--- src/rtl/chimera_clu_pwr_seq_pkg.sv ---
// Shared types and timing defaults for the cluster power sequencer.
// The package is imported by the interface, the per-cluster FSM and the top.
package chimera_pkg;

  typedef enum logic [2:0] {
    ST_ON, ST_ISO, ST_GATE, ST_RST, ST_OFF, ST_PU_RST, ST_PU_REL, ST_DEISO
  } clu_pwr_state_e;

  typedef struct packed {
    logic iso;
    logic gate;
    logic rst_n;
  } clu_pwr_ctl_t;

  localparam int unsigned DefNumClusters      = 5;
  localparam int unsigned DefClkSettleCycles  = 4;
  localparam int unsigned DefRstHoldCycles    = 8;
  localparam int unsigned DefIsoTimeoutCycles = 256;

  // Counter must hold the largest (N-1) load value.
  function automatic int unsigned cnt_width(int unsigned a, int unsigned b, int unsigned c);
    int unsigned m;
    m = a;
    if (b > m) m = b;
    if (c > m) m = c;
    return (m > 1) ? $clog2(m) : 1;
  endfunction

  function automatic clu_pwr_ctl_t pwr_ctl(clu_pwr_state_e s);
    clu_pwr_ctl_t c;
    case (s)
      ST_ON, ST_DEISO:    c = '{iso: 1'b0, gate: 1'b0, rst_n: 1'b1};
      ST_ISO, ST_PU_REL:  c = '{iso: 1'b1, gate: 1'b0, rst_n: 1'b1};
      ST_GATE:            c = '{iso: 1'b1, gate: 1'b1, rst_n: 1'b1};
      ST_PU_RST:          c = '{iso: 1'b1, gate: 1'b0, rst_n: 1'b0};
      default:            c = '{iso: 1'b1, gate: 1'b1, rst_n: 1'b0};
    endcase
    return c;
  endfunction

endpackage

--- src/rtl/chimera_clu_pwr_seq_if.sv ---
// Request/ack/status bundle between the config side and the power sequencer.
interface chimera_clu_pwr_seq_if #(
  parameter int unsigned NumClusters = 5
);
  logic [NumClusters-1:0] req_on_i;
  logic [NumClusters-1:0] iso_ack_i;
  logic [NumClusters-1:0] err_clr_i;
  logic [NumClusters-1:0] iso_en_o;
  logic [NumClusters-1:0] clk_gate_o;
  logic [NumClusters-1:0] clu_rst_no;
  logic [NumClusters-1:0] on_o;
  logic [NumClusters-1:0] done_o;
  logic [NumClusters-1:0] err_o;
  logic                   busy_o;

  modport master (
    output req_on_i, iso_ack_i, err_clr_i,
    input  iso_en_o, clk_gate_o, clu_rst_no, on_o, done_o, err_o, busy_o
  );

  modport slave (
    input  req_on_i, iso_ack_i, err_clr_i,
    output iso_en_o, clk_gate_o, clu_rst_no, on_o, done_o, err_o, busy_o
  );
endinterface

--- src/rtl/chimera_clu_pwr_fsm.sv ---
// One cluster's power sequence: state, shared down-counter and sticky timeout flag.
// All cluster-facing outputs are registered from the next state.
module chimera_clu_pwr_fsm
  import chimera_pkg::*;
#(
  parameter int unsigned ClkSettleCycles  = DefClkSettleCycles,
  parameter int unsigned RstHoldCycles    = DefRstHoldCycles,
  parameter int unsigned IsoTimeoutCycles = DefIsoTimeoutCycles,
  parameter bit          BootOn           = 1'b1
) (
  input  logic i_clk,
  input  logic i_rst,
  input  logic i_req_on,
  input  logic i_grant,
  input  logic i_iso_ack,
  input  logic i_err_clr,
  output logic o_iso_en,
  output logic o_clk_gate,
  output logic o_clu_rst_n,
  output logic o_on,
  output logic o_done,
  output logic o_err,
  output logic o_pending,
  output logic o_busy
);
  localparam int unsigned CntW = cnt_width(ClkSettleCycles, RstHoldCycles, IsoTimeoutCycles);
  localparam logic [CntW-1:0] SettleLd = CntW'(ClkSettleCycles - 1);
  localparam logic [CntW-1:0] RstLd    = CntW'(RstHoldCycles - 1);
  localparam logic [CntW-1:0] IsoLd    = CntW'(IsoTimeoutCycles - 1);
  localparam clu_pwr_state_e  BootSt   = BootOn ? ST_ON : ST_OFF;
  localparam clu_pwr_ctl_t    BootCtl  = pwr_ctl(BootSt);

  clu_pwr_state_e  r_state, w_state_nxt;
  logic [CntW-1:0] r_cnt, w_cnt_nxt;
  logic            w_cnt_zero, w_timeout, w_done;
  logic            r_iso, r_gate, r_rst_n, r_on, r_done, r_err;

  assign w_cnt_zero = (r_cnt == '0);

  always_comb begin
    w_state_nxt = r_state;
    w_cnt_nxt   = w_cnt_zero ? r_cnt : r_cnt - 1'b1;
    w_timeout   = 1'b0;
    w_done      = 1'b0;
    case (r_state)
      ST_ON: if (i_grant && !i_req_on) begin
        w_state_nxt = ST_ISO;
        w_cnt_nxt   = IsoLd;
      end
      ST_ISO: if (i_iso_ack || w_cnt_zero) begin
        w_state_nxt = ST_GATE;
        w_cnt_nxt   = SettleLd;
        w_timeout   = !i_iso_ack;
      end
      ST_GATE: if (w_cnt_zero) begin
        w_state_nxt = ST_RST;
        w_cnt_nxt   = RstLd;
      end
      ST_RST: if (w_cnt_zero) begin
        w_state_nxt = ST_OFF;
        w_done      = 1'b1;
      end
      ST_OFF: if (i_grant && i_req_on) begin
        w_state_nxt = ST_PU_RST;
        w_cnt_nxt   = RstLd;
      end
      ST_PU_RST: if (w_cnt_zero) begin
        w_state_nxt = ST_PU_REL;
        w_cnt_nxt   = SettleLd;
      end
      ST_PU_REL: if (w_cnt_zero) begin
        w_state_nxt = ST_DEISO;
        w_cnt_nxt   = IsoLd;
      end
      ST_DEISO: if (!i_iso_ack || w_cnt_zero) begin
        w_state_nxt = ST_ON;
        w_done      = 1'b1;
        w_timeout   = i_iso_ack;
      end
      default: w_state_nxt = BootSt;
    endcase
  end

  always_ff @(posedge i_clk) begin
    if (i_rst) begin
      r_state                   <= BootSt;
      r_cnt                     <= '0;
      {r_iso, r_gate, r_rst_n}  <= BootCtl;
      r_on                      <= BootOn;
      r_done                    <= 1'b0;
      r_err                     <= 1'b0;
    end else begin
      r_state                   <= w_state_nxt;
      r_cnt                     <= w_cnt_nxt;
      {r_iso, r_gate, r_rst_n}  <= pwr_ctl(w_state_nxt);
      r_on                      <= (w_state_nxt == ST_ON);
      r_done                    <= w_done;
      // A timeout in the same cycle as a clear keeps the flag set.
      r_err                     <= w_timeout | (r_err & ~i_err_clr);
    end
  end

  assign o_iso_en    = r_iso;
  assign o_clk_gate  = r_gate;
  assign o_clu_rst_n = r_rst_n;
  assign o_on        = r_on;
  assign o_done      = r_done;
  assign o_err       = r_err;
  assign o_pending   = ((r_state == ST_ON) && !i_req_on) || ((r_state == ST_OFF) && i_req_on);
  assign o_busy      = (r_state != ST_ON) && (r_state != ST_OFF);

endmodule

--- src/rtl/chimera_clu_pwr_seq.sv ---
// Cluster-domain power sequencer: NumClusters per-cluster FSMs plus grant logic
// (round-robin, one sequence at a time, when Serialize=1).
module chimera_clu_pwr_seq
  import chimera_pkg::*;
#(
  parameter int unsigned          NumClusters      = DefNumClusters,
  parameter int unsigned          ClkSettleCycles  = DefClkSettleCycles,
  parameter int unsigned          RstHoldCycles    = DefRstHoldCycles,
  parameter int unsigned          IsoTimeoutCycles = DefIsoTimeoutCycles,
  parameter logic [NumClusters-1:0] BootOn         = '1,
  parameter bit                   Serialize        = 1'b1
) (
  input  logic                  soc_clk_i,
  input  logic                  rst_i,
  chimera_clu_pwr_seq_if.slave  bus
);
  localparam int unsigned IdxW = (NumClusters > 1) ? $clog2(NumClusters) : 1;

  logic [NumClusters-1:0] w_pending, w_busy, w_grant;
  logic [NumClusters-1:0] w_iso, w_gate, w_rst_n, w_on, w_done, w_err;

  for (genvar i = 0; i < NumClusters; i++) begin : g_clu
    chimera_clu_pwr_fsm #(
      .ClkSettleCycles  (ClkSettleCycles),
      .RstHoldCycles    (RstHoldCycles),
      .IsoTimeoutCycles (IsoTimeoutCycles),
      .BootOn           (BootOn[i])
    ) u_fsm (
      .i_clk       (soc_clk_i),
      .i_rst       (rst_i),
      .i_req_on    (bus.req_on_i[i]),
      .i_grant     (w_grant[i]),
      .i_iso_ack   (bus.iso_ack_i[i]),
      .i_err_clr   (bus.err_clr_i[i]),
      .o_iso_en    (w_iso[i]),
      .o_clk_gate  (w_gate[i]),
      .o_clu_rst_n (w_rst_n[i]),
      .o_on        (w_on[i]),
      .o_done      (w_done[i]),
      .o_err       (w_err[i]),
      .o_pending   (w_pending[i]),
      .o_busy      (w_busy[i])
    );
  end

  if (Serialize) begin : g_rr
    logic [IdxW-1:0] r_ptr, w_idx;
    logic            w_hit;
    int unsigned     w_scan;

    // First pending cluster at or after the pointer, wrapping.
    always_comb begin
      w_hit  = 1'b0;
      w_idx  = '0;
      w_scan = 0;
      for (int unsigned k = 0; k < NumClusters; k++) begin
        w_scan = 32'(r_ptr) + k;
        if (w_scan >= NumClusters) w_scan = w_scan - NumClusters;
        if (!w_hit && w_pending[w_scan[IdxW-1:0]]) begin
          w_hit = 1'b1;
          w_idx = w_scan[IdxW-1:0];
        end
      end
    end

    always_comb begin
      w_grant = '0;
      if (w_hit && !(|w_busy)) w_grant[w_idx] = 1'b1;
    end

    always_ff @(posedge soc_clk_i) begin
      if (rst_i)          r_ptr <= '0;
      else if (|w_grant)  r_ptr <= (32'(w_idx) == NumClusters - 1) ? '0 : w_idx + 1'b1;
    end
  end else begin : g_par
    assign w_grant = w_pending;
  end

  assign bus.iso_en_o   = w_iso;
  assign bus.clk_gate_o = w_gate;
  assign bus.clu_rst_no = w_rst_n;
  assign bus.on_o       = w_on;
  assign bus.done_o     = w_done;
  assign bus.err_o      = w_err;
  assign bus.busy_o     = |w_busy;

endmodule

--- src/flat_wrapper.sv ---
// flat-port wrapper written by rule: the top's interface ports become plain ports
module chimera_clu_pwr_seq_flat import chimera_pkg::*;
#(
  parameter int unsigned          NumClusters      = DefNumClusters,
  parameter int unsigned          ClkSettleCycles  = DefClkSettleCycles,
  parameter int unsigned          RstHoldCycles    = DefRstHoldCycles,
  parameter int unsigned          IsoTimeoutCycles = DefIsoTimeoutCycles,
  parameter logic [NumClusters-1:0] BootOn         = '1,
  parameter bit                   Serialize        = 1'b1
)
  (soc_clk_i, rst_i, bus_req_on_i, bus_iso_ack_i, bus_err_clr_i, bus_iso_en_o, bus_clk_gate_o, bus_clu_rst_no, bus_on_o, bus_done_o, bus_err_o, bus_busy_o);
  chimera_clu_pwr_seq_if #(.NumClusters(NumClusters)) bus_i ();
  input  logic soc_clk_i;
  input  logic rst_i;
  input wire logic [$bits(bus_i.req_on_i)-1:0] bus_req_on_i;
  input wire logic [$bits(bus_i.iso_ack_i)-1:0] bus_iso_ack_i;
  input wire logic [$bits(bus_i.err_clr_i)-1:0] bus_err_clr_i;
  output wire logic [$bits(bus_i.iso_en_o)-1:0] bus_iso_en_o;
  output wire logic [$bits(bus_i.clk_gate_o)-1:0] bus_clk_gate_o;
  output wire logic [$bits(bus_i.clu_rst_no)-1:0] bus_clu_rst_no;
  output wire logic [$bits(bus_i.on_o)-1:0] bus_on_o;
  output wire logic [$bits(bus_i.done_o)-1:0] bus_done_o;
  output wire logic [$bits(bus_i.err_o)-1:0] bus_err_o;
  output wire logic [$bits(bus_i.busy_o)-1:0] bus_busy_o;
  assign bus_i.req_on_i = bus_req_on_i;
  assign bus_i.iso_ack_i = bus_iso_ack_i;
  assign bus_i.err_clr_i = bus_err_clr_i;
  assign bus_iso_en_o = bus_i.iso_en_o;
  assign bus_clk_gate_o = bus_i.clk_gate_o;
  assign bus_clu_rst_no = bus_i.clu_rst_no;
  assign bus_on_o = bus_i.on_o;
  assign bus_done_o = bus_i.done_o;
  assign bus_err_o = bus_i.err_o;
  assign bus_busy_o = bus_i.busy_o;
  chimera_clu_pwr_seq #(.NumClusters(NumClusters), .ClkSettleCycles(ClkSettleCycles), .RstHoldCycles(RstHoldCycles), .IsoTimeoutCycles(IsoTimeoutCycles), .BootOn(BootOn), .Serialize(Serialize)) u_core (.soc_clk_i(soc_clk_i), .rst_i(rst_i), .bus(bus_i));
endmodule
--- config.mk ---
export PLATFORM = sky130hd
export DESIGN_NAME = chimera_clu_pwr_seq_flat
export DESIGN_NICKNAME = d
export VERILOG_FILES = /design/src/rtl/chimera_clu_pwr_seq_pkg.sv /design/src/rtl/chimera_clu_pwr_seq_if.sv /design/src/rtl/chimera_clu_pwr_fsm.sv /design/src/rtl/chimera_clu_pwr_seq.sv /design/src/flat_wrapper.sv
export SDC_FILE = /design/constraint.sdc
export NUM_CORES = 1
export LEC_CHECK = 0
export CAP_MARGIN = 0
export CORE_MARGIN = 4
export CORE_UTILIZATION = 45
export CTS_CLUSTER_DIAMETER = 40
export DETAILED_ROUTE_END_ITERATION = 12
export PLACE_DENSITY = 0.63
export SKIP_LAST_GASP = 1
export SYNTH_ARGS = -nofsm -noshare
export SYNTH_HDL_FRONTEND = slang
export SYNTH_SLANG_ARGS = --single-unit
export TNS_END_PERCENT = 5
--- constraint.sdc ---
create_clock -name soc_clk_i -period 11.4 [get_ports soc_clk_i]
set_input_delay 2.28 -clock soc_clk_i [delete_from_list [all_inputs] [get_ports soc_clk_i]]
set_output_delay 2.28 -clock soc_clk_i [all_outputs]
set_load 0.02 [all_outputs]
==> flow_summary.yaml, run 1 <==
run_status:
  status: "finished, final reports clean"
floorplanning:
  die_x_um: 133
  initial_utilization: 0.460
  chipHeight_um: 133
  core_area_um2: 15200
  rows: 45
  ios: 48
  die_area_um2: 17600
timing:
  slew_headroom: 0.295
  final.min_clock_period_ns: 5.94
  hold_ws_ns: 0.468
  final-hold-violation-count: 0
  fmax_mhz: 168
  worst_slew_pin_slew_ns: 1.05
  clock_skew_ns: 0.0126
  finalCritPeriodShare: 0.521
  drv_slew: 0
  rsz0062_at_grt: "no"
  setup_violations: 0
  setup-tns-final_ns: 0
layout:
  area_growth_syn_to_layout_pct: 7.27
  antenna_cells: 0
  final_cell_mix: "nor2_1, a21oi_1, dfxtp_1"
  design_area_um2: 7490
  nets: 982
  seqCellArea_um2: 1760
  finalNonFillerCells: 1137
  multi_input_area_um2: 4560
  layout-drive-gt1-share: 0.0485
  layout_commonest_cell: "nor2_1"
  fill_cells: 1539
synth:
  ys_seq_elements: 88
  netlist_instances: 980
  syn_area_per_cell_um2: 7.13
  synth_fp_nets: 1018
  yosysSeqAreaShare: 0.252
  ys_top_cells_by_area: "dfxtp_1, a21oi_1, nor2_1"
  synth_area_um2: 6990
  yosys.area.top_type_share: 0.252
  yosys_warnings: 0
  ys_types: 89
  async_flop_share: 0
  synth_top_cell_by_area: "dfxtp_1"
  synth_top_flop_cell: "dfxtp_1"
  synth-edff-count: 0
clocking:
  hold_buffers: 0
  clkLatencyLatePin_ns: 0.35
  cts_tree: "built"
  cts_buffer_depth: 2
  cts_resized: 0
  post_cts_buffers: 0
  cts_buffers: 9
  clock-sinks: 88
  root_buffer: "clkbuf_16"
  clkTransAtPathRegs_ns: 0.06
  htreeDepth: 3
global_route:
  grt_max_degree: 83
  grt_pass1_vias: 6079
  grt_pass1_wl_um: 29300
  grtUsageTotal: 0.197
  antenna_found_initial: 0
  grt.overflow.total: 0
power:
  p_per_area_nw_per_um2: 304
  power_w: 0.00228
  p_leak_nw: 2.86
  ir_drop_mv: 0.152
critical_path:
  crit_path_end_kind: "flip-flop"
  crit_start: "bus_req_on_i[0]"
  cpPeakStageDelay_ns: 0.84
  critPathMostFrequentCell: "a31oi_1"
  cp_cell_sequence: "clkdlybuf4s50_1, xor2_1, or2_1, mux2i_1, a222oi_1, and3_1, a31oi_1, nor2b_1, a31oi_1, a221o_1, o31ai_1"
  rr_worst_depth: 15
  crit_path_end: "u_core.g_clu[1].u_fsm.r_cnt[4]$_SDFF_PP0_"
  required_ns: 11.66
  crit_type: "input pin to flip-flop"
  reg2reg_from: "u_core.g_rr.r_ptr[0]$_SDFFE_PP0P_"
  slowest_stage: "a31oi_1"
  path_max_fanout: 12
  cp.arrival_ns: 6.20
  start_kind: "input pin"
  worstReg2RegEnd: "u_core.g_clu[1].u_fsm.r_cnt[4]$_SDFF_PP0_"
  rrSetupSlack_ns: 6.45
placed_design:
  gp_congestion: 0.881
  dp_hpwl_um: 12400
  place_area_um2: 7230
  dpl.cell_count: 1121
  port-buffer-count: 47
drt:
  ant_nets: 0
  via_per_inst: 5.94
  drc_errors: 0
  via_count: 6754
  drt_first_pass_iters: 5
  wl_per_cell_um: 15.5
  drtIter0Drc: 472
  finalWirelength_um: 17600
min_path:
  holdCritPathClass: "flip-flop to flip-flop"
run:
  maxCapViolations: 0
flip-flops by register name (all words and copies together), names as in the netlist, 5 cells and up:
signal                          flops
u_core.g_clu.u_fsm.o_on             5
u_core.g_clu.u_fsm.r_cnt           40
u_core.g_clu.u_fsm.r_state         15
u_core.g_clu.u_fsm.o_clu_rst_n      5
u_core.g_clu.u_fsm.o_err            5
u_core.g_clu.u_fsm.o_done           5
u_core.g_clu.u_fsm.o_clk_gate       5
u_core.g_clu.u_fsm.o_iso_en         5
where the power goes:
group	total (W)	internal [W]	switching (W)
sequential	0.000513	0.000398	0.000115
clock	0.000275	0.000152	0.000123
combinational	0.00149	0.000610	0.000878
total	0.00228	0.00116	0.00112
cells in the mapped netlist (all sizes together) (9+ instances only):
cell,instances
or2,10
a211oi,12
buf,43
inv,44
a21oi,101
nand3,28
ha,20
a31oi,20
nand2b,17
and2,9
nor2b,18
clkbuf,56
nor3b,9
o21ai,64
dfxtp,88
a21o,13
o31ai,11
o211ai,13
xnor2,14
nand2,78
o22ai,13
nor2,114
xor2,10
nor3,39
cells by family (layout without fill, tap and decap cells):
| logic type | Yosys count | in the layout | synth area share |
|---|---|---|---|
| flip-flops | 88 | 88 | 0.252 |
| XOR/XNOR | 24 | 24 | 0.0312 |
| adder cells (fa/ha/maj) | 21 | 21 | 0.0387 |
| buffers and inverters | 143 | 112 | 0.0951 |
| AO/OA/AOI/OAI | 323 | 323 | 0.301 |
| multiplexers | 12 | 12 | 0.0197 |
| AND/OR/NAND/NOR | 369 | 369 | 0.262 |
area by class of cell:
| type | count | share of cell area |
|---|---|---|
| multi-input cells | 749 | 0.608 |
| well taps | 188 | 0.0314 |
| inverters | 44 | 0.0220 |
| flip-flops and latches | 88 | 0.235 |
| clock buffers | 12 | 0.0329 |
| clock inverters | 4 | 0.00267 |
| repair buffers | 52 | 0.0675 |
metal layers:
metal / share of wire / GRT usage / vias up
li1: - / - / 3438
met1: 0.47 / 0.262 / 3138
met2: 0.48 / 0.328 / 162
met3: 0.048 / 0.0426 / 16
met4: 0.010 / 0.0468 / 0
met5: 0 / 0 / -
worst min-delay path by stage:
stage,from,endpoint,slack [ns],cells after the start
2_1_floorplan,u_core.g_clu[1].u_fsm.o_err$_SDFF_PP0_,u_core.g_clu[1].u_fsm.o_err$_SDFF_PP0_,0.45,2
3_3_place_gp,u_core.g_clu[1].u_fsm.o_err$_SDFF_PP0_,u_core.g_clu[1].u_fsm.o_err$_SDFF_PP0_,0.46,2
3_5_place_dp,u_core.g_clu[2].u_fsm.o_err$_SDFF_PP0_,u_core.g_clu[2].u_fsm.o_err$_SDFF_PP0_,0.47,2
4_1_cts,u_core.g_clu[1].u_fsm.o_err$_SDFF_PP0_,u_core.g_clu[1].u_fsm.o_err$_SDFF_PP0_,0.47,2
5_1_grt,u_core.g_clu[2].u_fsm.o_err$_SDFF_PP0_,u_core.g_clu[2].u_fsm.o_err$_SDFF_PP0_,0.51,2
6_report,u_core.g_clu[1].u_fsm.o_err$_SDFF_PP0_,u_core.g_clu[1].u_fsm.o_err$_SDFF_PP0_,0.47,2
critical path, delay by kind of cell:
family / cells / cell delay [ns]
compound gates: 5 / 1.83
simple gates: 3 / 1.08
buf+inv: 1 / 0.50
mux: 1 / 0.30
xor+xnor: 1 / 0.20
stage by stage:
| step | util | setup slack (ns) |
|---|---|---|
| 3_3_place_gp | 0.475 | 5.26 |
| 2_1_floorplan | - | 6.49 |
| 4_1_cts | 0.493 | 5.54 |
| 5_1_grt | 0.493 | 5.15 |
| 3_5_place_dp | 0.475 | 5.17 |
| 6_report | 0.493 | 5.46 |
Power figures use the tool's default switching activity.
==> inputs of run 2 (changes only) <==
PLACE_DENSITY = 0.65   (was 0.63)
clock period = 5.2 ns   (was 11.4 ns; I/O delays follow)
==> run 2 against run 1 <==
- register-to-register slack worse by 5.6 ns
- flip-flop and latch count unchanged
- clock skew decreased by 0.0056 ns
- power is 120% higher
- via count increased by 0.86%
- sequential share of layout area shrank 0.11 points
- highest routed layer unchanged
- largest cell class unchanged
- routed wire length shrank 0.55%
- critical path depth grew 1
- die area unchanged
==> flow_summary.yaml, run 2 (same netlist as run 1, synthesis figures left out) <==
run_status:
  status: "finished, final reports clean"
timing:
  slew_headroom: 0.468
  clock_skew_ns: 0.00703
  worst_slew_pin_slew_ns: 0.798
  finalCritPeriodShare: 0.838
  drv_slew: 0
  fin_ws_ns: 0.843
  final.min_clock_period_ns: 4.36
  setup-tns-final_ns: 0
  setup_violations: 0
  final-hold-violation-count: 0
  fmax_mhz: 230
  rsz0062_at_grt: "no"
power:
  p_per_area_nw_per_um2: 669
  p_leak_nw: 2.88
  ir_drop_mv: 0.353
layout:
  seqCellArea_um2: 1760
  largest_reg_flops: 40
  max_flop_register: "u_core.g_clu.u_fsm.r_cnt"
  antenna_cells: 0
  top_regs: "u_core.g_clu.u_fsm.r_cnt: 40 flops, u_core.g_clu.u_fsm.r_state: 15 flops"
  area_growth_syn_to_layout_pct: 7.76
  fill_cells: 1509
  layout_commonest_cell: "nor2_1"
  layout-drive-gt1-share: 0.0514
  multi_input_area_um2: 4560
  nets: 988
  final_cell_mix: "nor2_1, a21oi_1, dfxtp_1"
clocking:
  cts_buffers: 9
  root_buffer: "clkbuf_16"
  htreeDepth: 3
  clock-sinks: 88
  hold_buffers: 0
  post_cts_buffers: 0
  cts_buffer_depth: 2
  cts_tree: "built"
  clkLatencyLatePin_ns: 0.35
  clkTransAtPathRegs_ns: 0.06
  cts_resized: 0
drt:
  via_per_inst: 5.97
  finalWirelength_um: 17500
  wl_met3_um: 849
  met1_length_um: 8180
  wl_per_cell_um: 15.3
  wl_met2_um: 8200
  drc_errors: 0
  drt_first_pass_iters: 5
  via_count: 6812
  ant_nets: 0
  topRoutingLayerUsed: "met4"
  drtIter0Drc: 630
min_path:
  holdCritPathClass: "flip-flop to flip-flop"
  holdPathStages: 2
critical_path:
  rr_worst_depth: 12
  cpPeakStageDelay_ns: 0.73
  crit_type: "flip-flop to flip-flop"
  slowest_stage: "ha_1"
  path_max_fanout: 19
  start_kind: "flip-flop"
  critPathMostFrequentCell: "a31oi_1"
  cp.arrival_ns: 4.61
  crit_path_end_kind: "flip-flop"
  cp_cell_sequence: "inv_1, ha_1, mux2i_1, or4_4, o211ai_2, nor2_1, a31oi_1, buf_4, nor2b_1, a31oi_1, a221o_1, o41ai_1"
  required_ns: 5.45
floorplanning:
  chipHeight_um: 133
  rows: 45
  die_area_um2: 17600
  core_area_um2: 15200
  die_x_um: 133
  initial_utilization: 0.460
  ios: 48
placed_design:
  gp_congestion: 0.943
  place_ws_ns: 0.579
  port-buffer-count: 47
  dp_hpwl_um: 12300
global_route:
  antenna_found_initial: 0
  grt_max_degree: 75
  grt_pass1_wl_um: 29500
  grtUsageTotal: 0.197
  grt_pass1_vias: 6328
  grt.overflow.total: 0
run:
  maxCapViolations: 0
-- run 2: cell count changes in the layout (fill, tap and decap cells not counted) --
cell / before / now
buf_4: 6 / 12
clkbuf_1: 2 / 3
clkinv_2: 4 / 1
-- run 2: final timing paths --
| kind | startpoint | end | slack, ns |
|---|---|---|---|
| max | u_core.g_rr.r_ptr[1]$_SDFFE_PP0P_ | u_core.g_clu[1].u_fsm.r_cnt[7]$_SDFF_PP0_ | 0.84 |
| min | u_core.g_clu[2].u_fsm.o_err$_SDFF_PP0_ | u_core.g_clu[2].u_fsm.o_err$_SDFF_PP0_ | 0.47 |
| max reg2reg | u_core.g_rr.r_ptr[1]$_SDFFE_PP0P_ | u_core.g_clu[1].u_fsm.r_cnt[7]$_SDFF_PP0_ | 0.84 |
| min reg2reg | u_core.g_clu[2].u_fsm.o_err$_SDFF_PP0_ | u_core.g_clu[2].u_fsm.o_err$_SDFF_PP0_ | 0.47 |
-- run 2: area by class of cell --
cell class	count	area share
multi-input combinational	749	0.606
sequential	88	0.234
timing repair buffer	58	0.0731
clock buffer	13	0.0332
tap	188	0.0313
inverter	44	0.0219
clock inverter	1	0.000665
-- run 2: through the flow --
| stage | cell area (µm²) | cells | hold slack [ns] | util | power [W] |
|---|---|---|---|---|---|
| floorplan | 6990 | 980 | 0.446 | - | 0.00373 |
| global placement | 7270 | 1127 | 0.464 | 0.478 | 0.00440 |
| detailed placement | 7270 | 1127 | 0.467 | 0.478 | 0.00443 |
| CTS | 7530 | 1141 | 0.477 | 0.495 | 0.00504 |
| global route | 7530 | 1141 | 0.505 | 0.495 | 0.00551 |
| finish | 7530 | 1141 | 0.473 | 0.495 | 0.00504 |
-- run 2: layer usage --
| metal | track usage | vias to the layer above |
|---|---|---|
| li1 | - | 3472 |
| met1 | 0.258 | 3135 |
| met2 | 0.327 | 186 |
| met3 | 0.0376 | 19 |
| met4 | 0.0618 | 0 |
| met5 | 0 | - |
-- run 2: critical path, delay by kind of cell (launching register included) --
kind / cells / cell delay, ns
compound gates: 5 / 1.04
mux: 1 / 0.33
flops: 1 / 0.54
fa+ha+maj: 1 / 0.73
buf+inv: 2 / 0.45
simple gates: 3 / 1.15
-- run 2: report_power, final --
part           internal, W  switching, W  leakage, nW
Combinational      0.00139       0.00195         2.04
Sequential        0.000874      0.000234        0.721
Clock             0.000331      0.000256        0.126
Total              0.00259       0.00244         2.88
